==> src/rtl/dac_channel_scheduler.sv <==
// Two-channel MCP4822 update scheduler: round-robin grant, SPI mode 0 frame shifter, inter-frame CS gap.
// Optional LDAC_SYNC_EN: adds ldac_n, pulsed low once both channels have been written since the last pulse.
module dac_channel_scheduler #(
  parameter int SPI_DIV = 8,
  parameter int CS_GAP  = 2
) (
  input  logic        clk,
  input  logic        rst_n,
  input  logic        req_a,
  input  logic [11:0] data_a,
  output logic        ack_a,
  input  logic        req_b,
  input  logic [11:0] data_b,
  output logic        ack_b,
  output logic        busy,
`ifdef LDAC_SYNC_EN
  output logic        ldac_n,
`endif
  output logic        spi_cs_n,
  output logic        spi_sck,
  output logic        spi_mosi
);

  localparam int DIV_W = (SPI_DIV > 1) ? $clog2(SPI_DIV) : 1;
  localparam int GAP_W = (CS_GAP > 1) ? $clog2(CS_GAP) : 1;

  typedef enum logic [1:0] {IDLE, SHIFT, GAP} state_t;

  state_t           state;
  logic [DIV_W-1:0] div_cnt;
  logic [3:0]       bit_cnt;
  logic [GAP_W-1:0] gap_cnt;
  logic [15:0]      shreg;
  logic             last_b;
  logic             grant_a;
  logic             grant_b;
  logic             half_done;

  // last_b also names the channel of the frame in flight once a grant is made
  always_comb begin
    grant_a   = req_a && (!req_b || last_b);
    grant_b   = req_b && !grant_a;
    half_done = (div_cnt == DIV_W'(SPI_DIV - 1));
  end

  always_ff @(posedge clk or negedge rst_n) begin
    if (!rst_n) begin
      state    <= IDLE;
      div_cnt  <= '0;
      bit_cnt  <= '0;
      gap_cnt  <= '0;
      shreg    <= '0;
      last_b   <= 1'b1;
      ack_a    <= 1'b0;
      ack_b    <= 1'b0;
      busy     <= 1'b0;
      spi_cs_n <= 1'b1;
      spi_sck  <= 1'b0;
      spi_mosi <= 1'b0;
    end else begin
      ack_a <= 1'b0;
      ack_b <= 1'b0;
      case (state)
        IDLE: begin
          if (grant_a || grant_b) begin
            shreg    <= grant_a ? {4'b0011, data_a} : {4'b1011, data_b};
            spi_mosi <= grant_b;
            ack_a    <= grant_a;
            ack_b    <= grant_b;
            last_b   <= grant_b;
            spi_cs_n <= 1'b0;
            busy     <= 1'b1;
            div_cnt  <= '0;
            bit_cnt  <= '0;
            state    <= SHIFT;
          end
        end
        SHIFT: begin
          if (half_done) begin
            div_cnt <= '0;
            if (!spi_sck) begin
              spi_sck <= 1'b1;
            end else begin
              spi_sck <= 1'b0;
              // 16th falling edge closes the frame; otherwise present the next bit
              if (bit_cnt == 4'd15) begin
                spi_cs_n <= 1'b1;
                spi_mosi <= 1'b0;
                gap_cnt  <= '0;
                state    <= GAP;
              end else begin
                bit_cnt  <= bit_cnt + 4'd1;
                shreg    <= shreg << 1;
                spi_mosi <= shreg[14];
              end
            end
          end else begin
            div_cnt <= div_cnt + DIV_W'(1);
          end
        end
        GAP: begin
          if (gap_cnt == GAP_W'(CS_GAP - 1)) begin
            busy  <= 1'b0;
            state <= IDLE;
          end else begin
            gap_cnt <= gap_cnt + GAP_W'(1);
          end
        end
        default: state <= IDLE;
      endcase
    end
  end

`ifdef LDAC_SYNC_EN
  logic frame_end;
  logic wr_a;
  logic wr_b;
  logic ldac_cnt;

  always_comb begin
    frame_end = (state == SHIFT) && half_done && spi_sck && (bit_cnt == 4'd15);
  end

  // Flags are set in SHIFT and consumed in GAP, so set and clear never collide
  always_ff @(posedge clk or negedge rst_n) begin
    if (!rst_n) begin
      ldac_n   <= 1'b1;
      ldac_cnt <= 1'b0;
      wr_a     <= 1'b0;
      wr_b     <= 1'b0;
    end else begin
      if (frame_end) begin
        if (last_b) wr_b <= 1'b1;
        else        wr_a <= 1'b1;
      end
      if (state == GAP && wr_a && wr_b && ldac_n) begin
        ldac_n   <= 1'b0;
        ldac_cnt <= 1'b1;
        wr_a     <= 1'b0;
        wr_b     <= 1'b0;
      end else if (!ldac_n) begin
        if (ldac_cnt) ldac_cnt <= 1'b0;
        else          ldac_n   <= 1'b1;
      end
    end
  end
`endif

endmodule

==> config.mk <==
export PLATFORM = sky130hd
export DESIGN_NAME = dac_channel_scheduler
export DESIGN_NICKNAME = d
export VERILOG_FILES = /design/src/rtl/dac_channel_scheduler.sv
export SDC_FILE = /design/constraint.sdc
export NUM_CORES = 1
export LEC_CHECK = 0
export ABC_AREA = 1
export CORE_UTILIZATION = 25
export DETAILED_ROUTE_END_ITERATION = 8
export HOLD_SLACK_MARGIN = 0.12
export SLEW_MARGIN = 20
export SYNTH_ARGS = -nofsm -noshare
export SYNTH_HDL_FRONTEND = slang
export SYNTH_SLANG_ARGS = --single-unit
==> constraint.sdc <==
create_clock -name clk -period 2.16 [get_ports clk]
set_clock_uncertainty 0.15 [all_clocks]
set_input_delay 0.432 -clock clk [delete_from_list [all_inputs] [get_ports clk]]
set_output_delay 0.432 -clock clk [all_outputs]
set_load 0.05 [all_outputs]
; ---- Word level (Yosys, flattened, before mapping)
; Cells that the tools add are included.
[op_classes]
n_reduce_logical = 19
n_mux = 43
eq_ne = 10
add_sub_neg = 3
[ops]
columns = operator, count
row1 = $mux W15, 4
row2 = $pmux W15 S2, 1
row3 = $mux W1, 19
row4 = $mux W4, 4
row5 = $reduce_and A5 Y1, 3
row6 = $mux W12, 1
row7 = $ne A2 B2 Y1 const B, 6
row8 = $mux W2, 5
row9 = $pmux W1 S2, 4
row10 = $pmux W4 S2, 1
row11 = $reduce_and A4 Y1, 2
row12 = $mux W3, 2
row13 = $pmux W2 S3, 1
row14 = $pmux W3 S2, 1
row15 = $reduce_and A2 Y1, 3
row16 = $reduce_bool A2 Y1, 3
row17 = $add A4 B1 Y4 const B, 1
row18 = $eq A4 B4 Y1 const B, 1
row19 = $add A3 B1 Y3 const B, 1
row20 = $eq A3 B3 Y1 const B, 1
row21 = $reduce_and A3 Y1, 1
row22 = $eq A2 B1 Y1 const B, 1
row23 = $eq A2 B2 Y1 const B, 1
row24 = $logic_and A1 B1 Y1, 2
row25 = 4 further kinds, 6
[word_totals]
input_bits = 28
output_inout_bits = 6
elab_cells = 87
ff_bits = 32

; ---- Logic depth before layout (Yosys ltp)
; Gate-level depths: netlist (run 1).
[logic_depth]
depth_word = 8
ltp_mapped = 9
ltp_nobuf = 8

; ---- Least setup slack after synthesis (run 1)
; No wires, ideal clock.
[synth_path]
path_type = reg-to-reg
from = reg div_cnt[0]
to = reg shreg[1]
path_slack_ns = 0.578
n_path_buf = 1
t_arrival_ns = 1.315
path_stages_with_launch = 10
synth_period_minus_slack_ns = 1.582
setup_time_ns = 0.116
cell_sequence = dfrtp_1 ha_1 ha_1 nand2_1 inv_1 nand3_4 nand2_4 buf_6 nand2_1 nand2_1
[synth_between]
elab_chain_cells = 3
[synth_rtl]
columns = item, line_no
row1 = start: declaration, 30  ; logic [DIV_W-1:0] div_cnt;
row2 = start signal: assignment, 98  ; div_cnt <= div_cnt + DIV_W'(1);
row3 = $eq A3 B3 Y1, 43  ; half_done = (div_cnt == DIV_W'(SPI_DIV - 1));
row4 = $ne A2 B2 Y1 (no source line), n/a
row5 = $reduce_and A5 Y1 (no source line), n/a
row6 = end signal: assignment, 66  ; shreg <= grant_a ? {4'b0011, data_a} : {4'b1011, data_b};
row7 = end signal: assignment, 93  ; shreg <= shreg << 1;
row8 = end: declaration, 33  ; logic [15:0] shreg;
; No other way between the ends.
; A chain may end at the register's enable or synchronous reset.

; ---- Worst setup path in the final report (run 1)
[layout_path]
from = reg spi_mosi
to = out spi_mosi
[layout_lines]
columns = item, line_no
row1 = start: declaration, 21  ; output logic spi_mosi
row2 = start signal: assignment, 67  ; spi_mosi <= grant_b;
row3 = start signal: assignment, 94  ; spi_mosi <= shreg[14];
; No word-level cell between the ends.

==> out/results.txt, run 1 <==
Max clock buf depth = 2
Synth Area in Compound Gates = 0.0336
switching portion of total power = 0.211
setup TNS = 0 ps
CTS tree = yes
Critical Path Start = spi_mosi$_DFFE_PN0P_
Int Pwr = 1.01 mW
antenna cell count = 0
Area Growth Syn to Fin = 30.1%
Flop pwr share = 0.474
combinational power share = 0.085
crit path DAT = 1440 ps
Post CTS Setup Buffer Count = 0
crit path kind = reg2out
WL per Instance = 10.6 um
vias in the first global route = 1583
clk root buf = clkbuf_8
ANT nets after route = 0
Routability Congestion = 0.750
R2R setup slack = 310 ps
Distinct cells, synth = 23
Starting Density = 0.261
FF-to-FF Start = div_cnt[0]$_DFFE_PN0P_
most frequent cells in the layout = 90 x nand2_1, 47 x nand3_1, 32 x inv_1, 31 x clkdlybuf4s50_1, 30 x dfrtp_1
CP Cell Sequence = clkdlybuf4s50_1
maximum VDD drop = 213 uV
Core Area = 6830 um^2
largest family of logic cells by synthesized area = simple AND/OR/NAND/NOR gates
GRT Util Overall = 0.120
number of buffers created by CTS = 5
CP max FO = 2
startpoint types = register
reg2reg end = shreg[12]$_DFFE_PN0P_
width of the die = 86.5 um
synthesized flop and latch total = 32
cell family with most CP delay = buffers and inverters
post-synthesis xor/xnor area fraction = 0.00981
Post-Synth Simple-Gate Area = 0.375
Mapped Nets = 272
fillers = 732
total iterations of the first detailed-routing run = 4
RSZ-0062 raised after global routing = no
Max Freq = 495 MHz
final hold vios = 0
final setup fails = 0
Worst Tran Pin Value = 493 ps
post-synthesis mux area share = 0
grt total ovfl = 0
Pleak = 1.19 nW
outcome = complete, no violations
r2r worst-path depth = 8
Avg Cell Area, Syn = 7.41 um^2
IO Count = 34
Buf/Inv on CP = 1
violation count after the first detailed-route iteration = 48
first-pass GRT wire length = 6970 um
largest net degree at the start of global routing = 33
max_cap viols = 0
delay of the slowest critical-path stage = 810 ps
Worst setup EP type = primary output
initial antenna violation count = 0
Clock Latency Late Sink = 280 ps
switching power = 0.269 mW
die height = 86.5 um
Hold Crit Start = state[1]$_DFFE_PN0P_
minimum clock period = 2020 ps
routed via count = 1601
Clk pin slew, worst setup/hold paths = 70 ps
cell with the largest stage delay on the worst path = clkdlybuf4s50_1
Clk pwr share = 0.441
hold_ws = 320 ps
layout cells sized above 1 = 0.0896
I/O Buffers = 33
DP HPWL = 2930 um
sequential cell area fraction in the yosys report = 0.450
Critical Path End = spi_mosi
Hold Path Class = reg2reg
H-tree levels = 2
clk sinks = 32
yosys warns = 0
Slew Viols, Final = 0
Die ar. = 7480 um^2
Cells after Synth = 241
most common cell after layout, fill and taps aside = nand2_1
DR DRC count = 0
Post-Synth Adder-Cell Area = 0.0210
cell row count = 30
Crit path depth = 1
final worst-path cycle share = 0.935
CP required = 1580 ps
nets@finish = 309
Post-Syn Area = 1790 um^2
drt via density = 4.27
pwr/cell area = 549 nW/um^2
Slew headroom = 0.670
WL final = 3990 um
post-CTS sizing = 0
Hold Buf Count CTS = 0
## sequential cells by signal, summed over array words and instances (netlist names)
signal / cells
shreg: 15
bit_cnt: 4
div_cnt: 3
state: 2
ack_a: 1
ack_b: 1
busy: 1
gap_cnt: 1
last_b: 1
spi_cs_n: 1
spi_mosi: 1
spi_sck: 1
## final cells by class
class                   count  area, um^2  area share
clock buffers               6        72.6      0.0312
multi-input cells         166         785       0.338
well taps                  96         120      0.0517
clock inverters             2        35.0      0.0151
repair buffers             40         378       0.163
flip-flops and latches     32         803       0.346
inverters                  33         129      0.0555
## metrics by stage
step	util	std cells	cell area (um^2)	power [mW]	setup WS, ps
4_1_cts	0.340	375	2320	1.29	119
5_1_grt	0.340	375	2320	1.33	95.4
3_5_place_dp	0.324	367	2210	0.725	166
2_1_floorplan	-	241	1790	0.651	578
3_3_place_gp	0.324	367	2210	0.724	216
6_report	0.340	375	2320	1.27	141
## cells by family after synthesis
| family | count (synthesis) |
|---|---|
| simple gates | 150 |
| buf+inv | 43 |
| flops | 32 |
| compound gates | 11 |
| fa+ha+maj | 3 |
| xor+xnor | 2 |
## synthesized netlist by cell type
cell type,instances,share of area
nand2_1,90,0.19
nand3_1,47,0.13
inv_1,32,0.067
dfrtp_1,30,0.42
o21ai_0,6,0.017
buf_4,5,0.021
buf_2,4,0.011
ha_1,3,0.021
nand2_4,3,0.019
nor2_1,3,0.0063
nor3_1,3,0.0084
dfstp_2,2,0.029
nand2_2,2,0.0070
o21ai_1,2,0.0056
a21o_1,1,0.0042
a21oi_1,1,0.0028
buf_6,1,0.0063
clkinv_4,1,0.0049
nand3_4,1,0.0098
nand4_1,1,0.0035
o211ai_1,1,0.0042
xnor2_1,1,0.0049
xor2_1,1,0.0049
## metal layers
| metal | routed length [um] | vias up | track usage | share of wire |
|---|---|---|---|---|
| li1 | - | 826 | - | - |
| met1 | 1880 | 750 | 0.141 | 0.47 |
| met2 | 1930 | 19 | 0.211 | 0.48 |
| met3 | 129 | 6 | 0.0314 | 0.032 |
| met4 | 55 | 0 | 0.0394 | 0.014 |
| met5 | 0 | - | 0 | 0 |
## power groups by stage
stage	Combinational, mW	Clock, mW	Sequential (mW)
after floorplan	0.0364	0	0.614
after global placement	0.110	0	0.614
after detailed placement	0.110	0	0.614
after CTS	0.111	0.580	0.603
after global routing	0.122	0.607	0.603
final	0.108	0.562	0.603
## worst min path at each step
stage | to | depth (start not counted)
6_report | ack_a$_DFF_PN0_ | 1
5_1_grt | div_cnt[1]$_DFFE_PN0P_ | 2
4_1_cts | ack_a$_DFF_PN0_ | 1
3_5_place_dp | ack_a$_DFF_PN0_ | 1
3_3_place_gp | gap_cnt$_DFFE_PN0P_ | 2
2_1_floorplan | ack_a$_DFF_PN0_ | 0
(Power assumes the default switching activity.)
==> run 2, diff against run 1 <==
ABC_AREA = unset   (was 1)
==> out/results.txt, run 2 <==
outcome = complete, no violations
number of flops mapped to enable cells by yosys = 0 (unchanged)
Pleak = 0.923 nW (-22%)
pwr/cell area = 570 nW/um^2 (+3.9%)
synth cell count leaders = 30 x dfrtp_1, 21 x nor2_1, 15 x a21oi_1
FF-to-FF Start = bit_cnt[0]$_DFFE_PN0P_
CTS tree = yes
RSZ-0062 raised after global routing = no
Avg Cell Area, Syn = 9.79 um^2 (+32%)
Die ar. = 6900 um^2 (-7.7%)
DRT met1 WL = 1770 um (-5.9%)
final hold vios = 0 (unchanged)
Clock Latency Late Sink = 280 ps (about the same)
Hold Buf Count CTS = 0 (unchanged)
switching power = 0.252 mW (-6.3%)
Hold Path Class = reg2reg
WL final = 3550 um (-11%)
nets@finish = 239 (-23%)
final setup fails = 0 (unchanged)
number of buffers created by CTS = 5 (unchanged)
met2 wire len = 1570 um (-19%)
Post CTS Setup Buffer Count = 0 (unchanged)
most common cell after layout, fill and taps aside = clkdlybuf4s50_1
combinational power share = 0.076 (-0.009)
grt total ovfl = 0 (unchanged)
CP max FO = 2 (unchanged)
Clk pin slew, worst setup/hold paths = 60 ps (about the same)
Int Pwr = 0.999 mW (-0.65%)
width of the die = 83.1 um (-3.9%)
Worst Tran Pin Value = 509 ps (+15.5 ps)
hold_ws = 308 ps (-11.5 ps)
hold path endpoint = spi_cs_n$_DFFE_PN1P_
Slew Viols, Final = 0 (unchanged)
Post-Syn Area = 1640 um^2 (-7.9%)
IO Count = 34 (unchanged)
wire length on met3 = 169 um (+31%)
top-count cell post-synth = dfrtp_1
cell row count = 29 (-3.3%)
Top Registers = shreg (15), bit_cnt (4), div_cnt (3)
Min-Delay Path Depth = 2 (+1)
yosys warns = 0 (unchanged)
top cell type by total area after synthesis = dfrtp_1
Biggest register = shreg
CP required = 1580 ps (about the same)
reg2reg end = shreg[9]$_DFFE_PN0P_
Top Layer Used = met4
Buf/Inv on CP = 1 (unchanged)
routed via count = 1357 (-15%)
R2R setup slack = 220 ps (-90 ps)
vias in the first global route = 1301 (-18%)
max_cap viols = 0 (unchanged)
DP HPWL = 2570 um (-13%)
total iterations of the first detailed-routing run = 4 (unchanged)
Cells after Synth = 168 (-30%)
final worst-path cycle share = 0.939 (+0.00422)
Area Growth Syn to Fin = 33.4%
Max clock buf depth = 2 (unchanged)
ANT nets after route = 0 (unchanged)
Clk pwr share = 0.444 (+0.003)
Final Cell Area = 2190 um^2 (-5.5%)
largest net degree at the start of global routing = 33 (unchanged)
synth top area cells = dfrtp_1 46%, a31o_2 6.4%, a21boi_0 5.0%, nor2_1 4.8%, a21oi_1 4.6%
cell family with most CP delay = buffers and inverters
Starting Density = 0.259 (-0.00244)
setup TNS = 0 ps (unchanged)
max FFs per register = 15 (unchanged)
violation count after the first detailed-route iteration = 43 (-10%)
final core occ = 0.345 (+0.00549)
initial antenna violation count = 0 (unchanged)
I/O Buffers = 33 (unchanged)
synthesized flop and latch total = 32 (unchanged)
sequential cell area fraction in the yosys report = 0.489 (+0.0387)
ys flop type = dfrtp_1
Flop pwr share = 0.479 (+0.005)
cell with the largest stage delay on the worst path = clkdlybuf4s50_1
DP Area = 2090 um^2 (-5.8%)
crit path kind = reg2out
Core Area = 6350 um^2 (-7.1%)
minimum clock period = 2030 ps (+9.12 ps)
Slew headroom = 0.660 (-0.0104)
Hold Crit Start = spi_cs_n$_DFFE_PN1P_
Worst setup EP type = primary output
first-pass GRT wire length = 6000 um (-14%)
CP Cell Sequence = clkdlybuf4s50_1
Routability Congestion = 0.777 (+3.7%)
post-CTS sizing = 0 (unchanged)
H-tree levels = 2 (unchanged)
startpoint types = register
Distinct cells, synth = 33 (+43%)
drt via density = 4.74 (+11%)
DR DRC count = 0 (unchanged)
clk sinks = 32 (unchanged)
setup slack after layout = 132 ps (-9.12 ps)
r2r worst-path depth = 6 (-2)
switching portion of total power = 0.201 (-0.00965)
die height = 83.1 um (-3.9%)
crit path DAT = 1450 ps (about the same)
maximum VDD drop = 246 uV (+15%)
Synth top area share = 0.457 (+0.0362)
clk root buf = clkbuf_8
layout cells sized above 1 = 0.191 (+0.102)
WL per Instance = 12.4 um (+17%)
Mapped Nets = 199 (-27%)
GRT Util Overall = 0.110 (-0.00942)
pre-CTS setup slack = 84.4 ps (-81.1 ps)
Max Freq = 493 MHz (-0.45%)
most frequent cells in the layout = 31 x clkdlybuf4s50_1, 30 x dfrtp_1, 21 x nor2_1, 15 x a21oi_1, 13 x buf_4
share of flip-flops with an asynchronous set or reset = 1.00 (unchanged)
antenna cell count = 0 (unchanged)
delay of the slowest critical-path stage = 820 ps (about the same)
==> run 2: per-stage QoR <==
| step | cells | power (mW) |
|---|---|---|
| global placement | 278 | 0.708 |
| floorplan | 168 | 0.635 |
| CTS | 286 | 1.27 |
| finish | 286 | 1.25 |
| global route | 286 | 1.30 |
| detailed placement | 278 | 0.708 |
==> run 2: worst max path at each step <==
| stage | from | end | slack, ps | cells past startpoint |
|---|---|---|---|---|
| 6_report | spi_mosi$_DFFE_PN0P_ | spi_mosi | 130 | 1 |
| 5_1_grt | bit_cnt[0]$_DFFE_PN0P_ | shreg[9]$_DFFE_PN0P_ | 90 | 6 |
| 4_1_cts | spi_mosi$_DFFE_PN0P_ | spi_mosi | 120 | 1 |
| 3_5_place_dp | req_b | shreg[0]$_DFFE_PN0P_ | 80 | 5 |
| 3_3_place_gp | req_b | shreg[0]$_DFFE_PN0P_ | 20 | 5 |
| 2_1_floorplan | spi_sck$_DFFE_PN0P_ | shreg[13]$_DFFE_PN0P_ | 350 | 4 |
==> run 2: logic make-up after synthesis <==
family	count (synthesis)	share of synthesized area
fa+ha+maj	3	0.0228
xor+xnor	2	0.0107
flops	32	0.489
mux	3	0.0198
buf+inv	17	0.0517
simple gates	46	0.130
compound gates	65	0.276
==> run 2: final cells by class <==
cell class / instances / area (um^2)
Timing Repair Buffer: 44 / 408
Clock buffer: 6 / 72.6
Clock inverter: 2 / 35.0
Tap cell: 77 / 96.3
Multi-Input combinational cell: 119 / 756
Fill cell: 654 / 4160
Inverter: 6 / 22.5
Sequential cell: 32 / 803
==> run 2: routing by layer <==
layer / global-route usage / up-vias
li1: - / 684
met1: 0.146 / 630
met2: 0.171 / 35
met3: 0.0338 / 8
met4: 0.0376 / 0
met5: 0 / -
==> run 2: power groups by stage <==
stage | Combinational (mW) | Sequential, mW | Clock, mW
global placement | 0.0971 | 0.610 | 0
global route | 0.105 | 0.599 | 0.597
finish | 0.0954 | 0.599 | 0.556
detailed placement | 0.0972 | 0.610 | 0
CTS | 0.0976 | 0.599 | 0.574
floorplan | 0.0246 | 0.611 | 0
==> run 3, diff against run 2 <==
ABC_CLOCK_PERIOD_IN_PS = 2160   (was unset)
==> results of run 3 <==
Same layout as run 2: the final DEF is identical, and so are final timing and power.
==> RTL edit, RTL diff (settings of run 2) <==
Re-encode `state_t` (3 states) as one-hot, 3 bits wide.
--- a/src/rtl/dac_channel_scheduler.sv
+++ b/src/rtl/dac_channel_scheduler.sv
@@ -24,7 +24,7 @@
   localparam int DIV_W = (SPI_DIV > 1) ? $clog2(SPI_DIV) : 1;
   localparam int GAP_W = (CS_GAP > 1) ? $clog2(CS_GAP) : 1;
 
-  typedef enum logic [1:0] {IDLE, SHIFT, GAP} state_t;
+  typedef enum logic [2:0] {IDLE = 3'b001, SHIFT = 3'b010, GAP = 3'b100} state_t;
 
   state_t           state;
   logic [DIV_W-1:0] div_cnt;
Behaviour: same outputs for any inputs over 10 cycles, from zero or initial values and one cycle with rst_n low; not proved beyond that.
==> RTL edit against run 2 <==
Area after synthesis grew 8.8%. Design area rose by 8.2%. Setup slack worse by 8.3 ps. Sequential cell count increased by 1. Routed wire length rose by 9.1%. Critical path type unchanged. Critical endpoint unchanged.
Power is not compared: it rests on default switching activity, and its combinational part moved more than twofold at a synthesized area within 25%.
==> RTL edit: results (changes against run 2) <==
outcome=completed; r2r setup slk=190 ps (-30 ps); share of flip-flops with an asynchronous set or reset=1.00 (unchanged); GPL Wtd Cong=0.745 (-4.2%); Synth Net Count=210 (+5.5%); reg2reg start=state[2]$_DFFE_PN0P_; initial antenna violation count=0 (unchanged); Ys Warns=0 (unchanged); most used flip-flop cell after synthesis=dfrtp_1; # diodes=0 (unchanged); first-pass GRT wire length=6790 um (+13%); PortBufs=33 (unchanged); starting DRC count in detailed routing=46 (+7.0%); Placed Area=2260 um^2 (+8.2%); vias=1,411 (+4.0%); clk buf depth=2 (unchanged); FMAX=0.491 GHz (-0.41%); vias per std cell=4.49 (-5.3%); post-CTS repair timing setup buffer count=0 (unchanged); post-cts repair resize count=0 (unchanged); Seq/Total Area, Yosys=0.464 (-0.0246); pre-CTS WS=18.9 ps (-65.4 ps); family with the most delay on the worst path=buffers and inverters; mux share of post-synthesis cell area=0.114 (+0.0943); cts bufs inserted=5 (unchanged); Wirelength per Cell=12.3 um (-0.66%); dpl hpwl=2720 um (+6.0%); TritonRoute pass-1 iters=4 (unchanged); CP Max Fanout=2 (unchanged); CP startpoint=spi_mosi$_DFFE_PN0P_; Layout Nets=248 (+3.8%); switching share of power=0.342; worst-margin pin slew=489 ps (-20.2 ps); H-tree levels=2 (unchanged); largest net degree at the start of global routing=34 (+3.0%); post-synthesis xor/xnor area fraction=0.00980 (-0.000857); min-delay worst type=flop to flop; share of cells above drive strength 1=0.183 (-0.00790); top cells by count, synth=dfrtp_1 (30), a21oi_1 (17), o21ai_0 (17), nor2_1 (16), nand2_1 (12); Hold Slack=328 ps (+19.5 ps); Netlist cell types=36 (+9.1%); GRT Util Overall=0.119 (+0.00857); Synth Area in Adders=0.0210 (-0.00184); Placed Cells=306 (+10%); maximum VDD drop=around 0.38 mV; cells taking the most area after synthesis=dfrtp_1 (42%), a21oi_1 (4.8%), o21ai_0 (4.8%); Largest regs=shreg: 15 flops, bit_cnt: 4 flops; hold path startpoint=busy$_DFFE_PN0P_; CP max-delay cell=clkdlybuf4s50_1; CP max stage delay=between 800 and 900 ps; Compound-Gate Fraction of Synth Area=0.205 (-0.0712); crit path DAT=1450 ps (about the same); clock slew at reported path FFs=~70 ps; root buffer cell=clkbuf_8; Syn Inst Count=179 (+6.5%); Worst-Skew Late Latency=around 290 ps
[RTL edit: changes by cell type after synthesis, moves of 3 or more]
cell and delta:
a21boi_0 -10, a31o_2 -12, a31oi_1 +10, clkbuf_1 +4
inv_1 +3, mux2_2 +5, mux2_4 +5, mux2i_1 +4
nand3_1 +4, nor2_1 -5, o21ai_0 +10, o22ai_1 -9
[RTL edit: power by group through the flow]
stage | sequential (W) | clock (W) | combinational (W)
2_1_floorplan | 0.00106 | 0 | 0.000969
3_3_place_gp | 0.00101 | 0 | 0.00134
3_5_place_dp | 0.00101 | 0 | 0.00136
4_1_cts | 0.00101 | 0.000623 | 0.00136
5_1_grt | 0.00103 | 0.000646 | 0.00149
6_report | 0.00101 | 0.000605 | 0.00135
[RTL edit: final timing paths]
kind                                         endpoint  cells past startpoint
min in group asynchronous             ack_a$_DFF_PN0_                      2
worst min-delay path                 busy$_DFFE_PN0P_                      2
worst max-delay path                         spi_mosi                      1
worst max register to register  shreg[11]$_DFFE_PN0P_                      4
worst min register to register       busy$_DFFE_PN0P_                      2
max in group asynchronous        spi_cs_n$_DFFE_PN1P_                      2
[RTL edit: metal layers]
| metal | part of all wire | global-route usage | vias up |
|---|---|---|---|
| li1 | - | - | 709 |
| met1 | 0.49 | 0.151 | 648 |
| met2 | 0.44 | 0.185 | 49 |
| met3 | 0.061 | 0.0381 | 5 |
| met4 | 0.015 | 0.0545 | 0 |
| met5 | 0 | 0 | - |
[RTL edit: final cells by class]
type	instances	area, um^2
fill	701	4500
tap	96	120
inverter	9	33.8
clock inverter	1	30.0
clock buffer	7	86.3
timing repair buffer	43	413
sequential	33	830
multi-input combinational	125	860
[RTL edit: worst register-to-register path, stage by stage, from the launching register on]
cell	delay, ps
dfrtp_1	500
or3b_2	720
nor2_1	170
a21oi_1	60
mux2_4	260
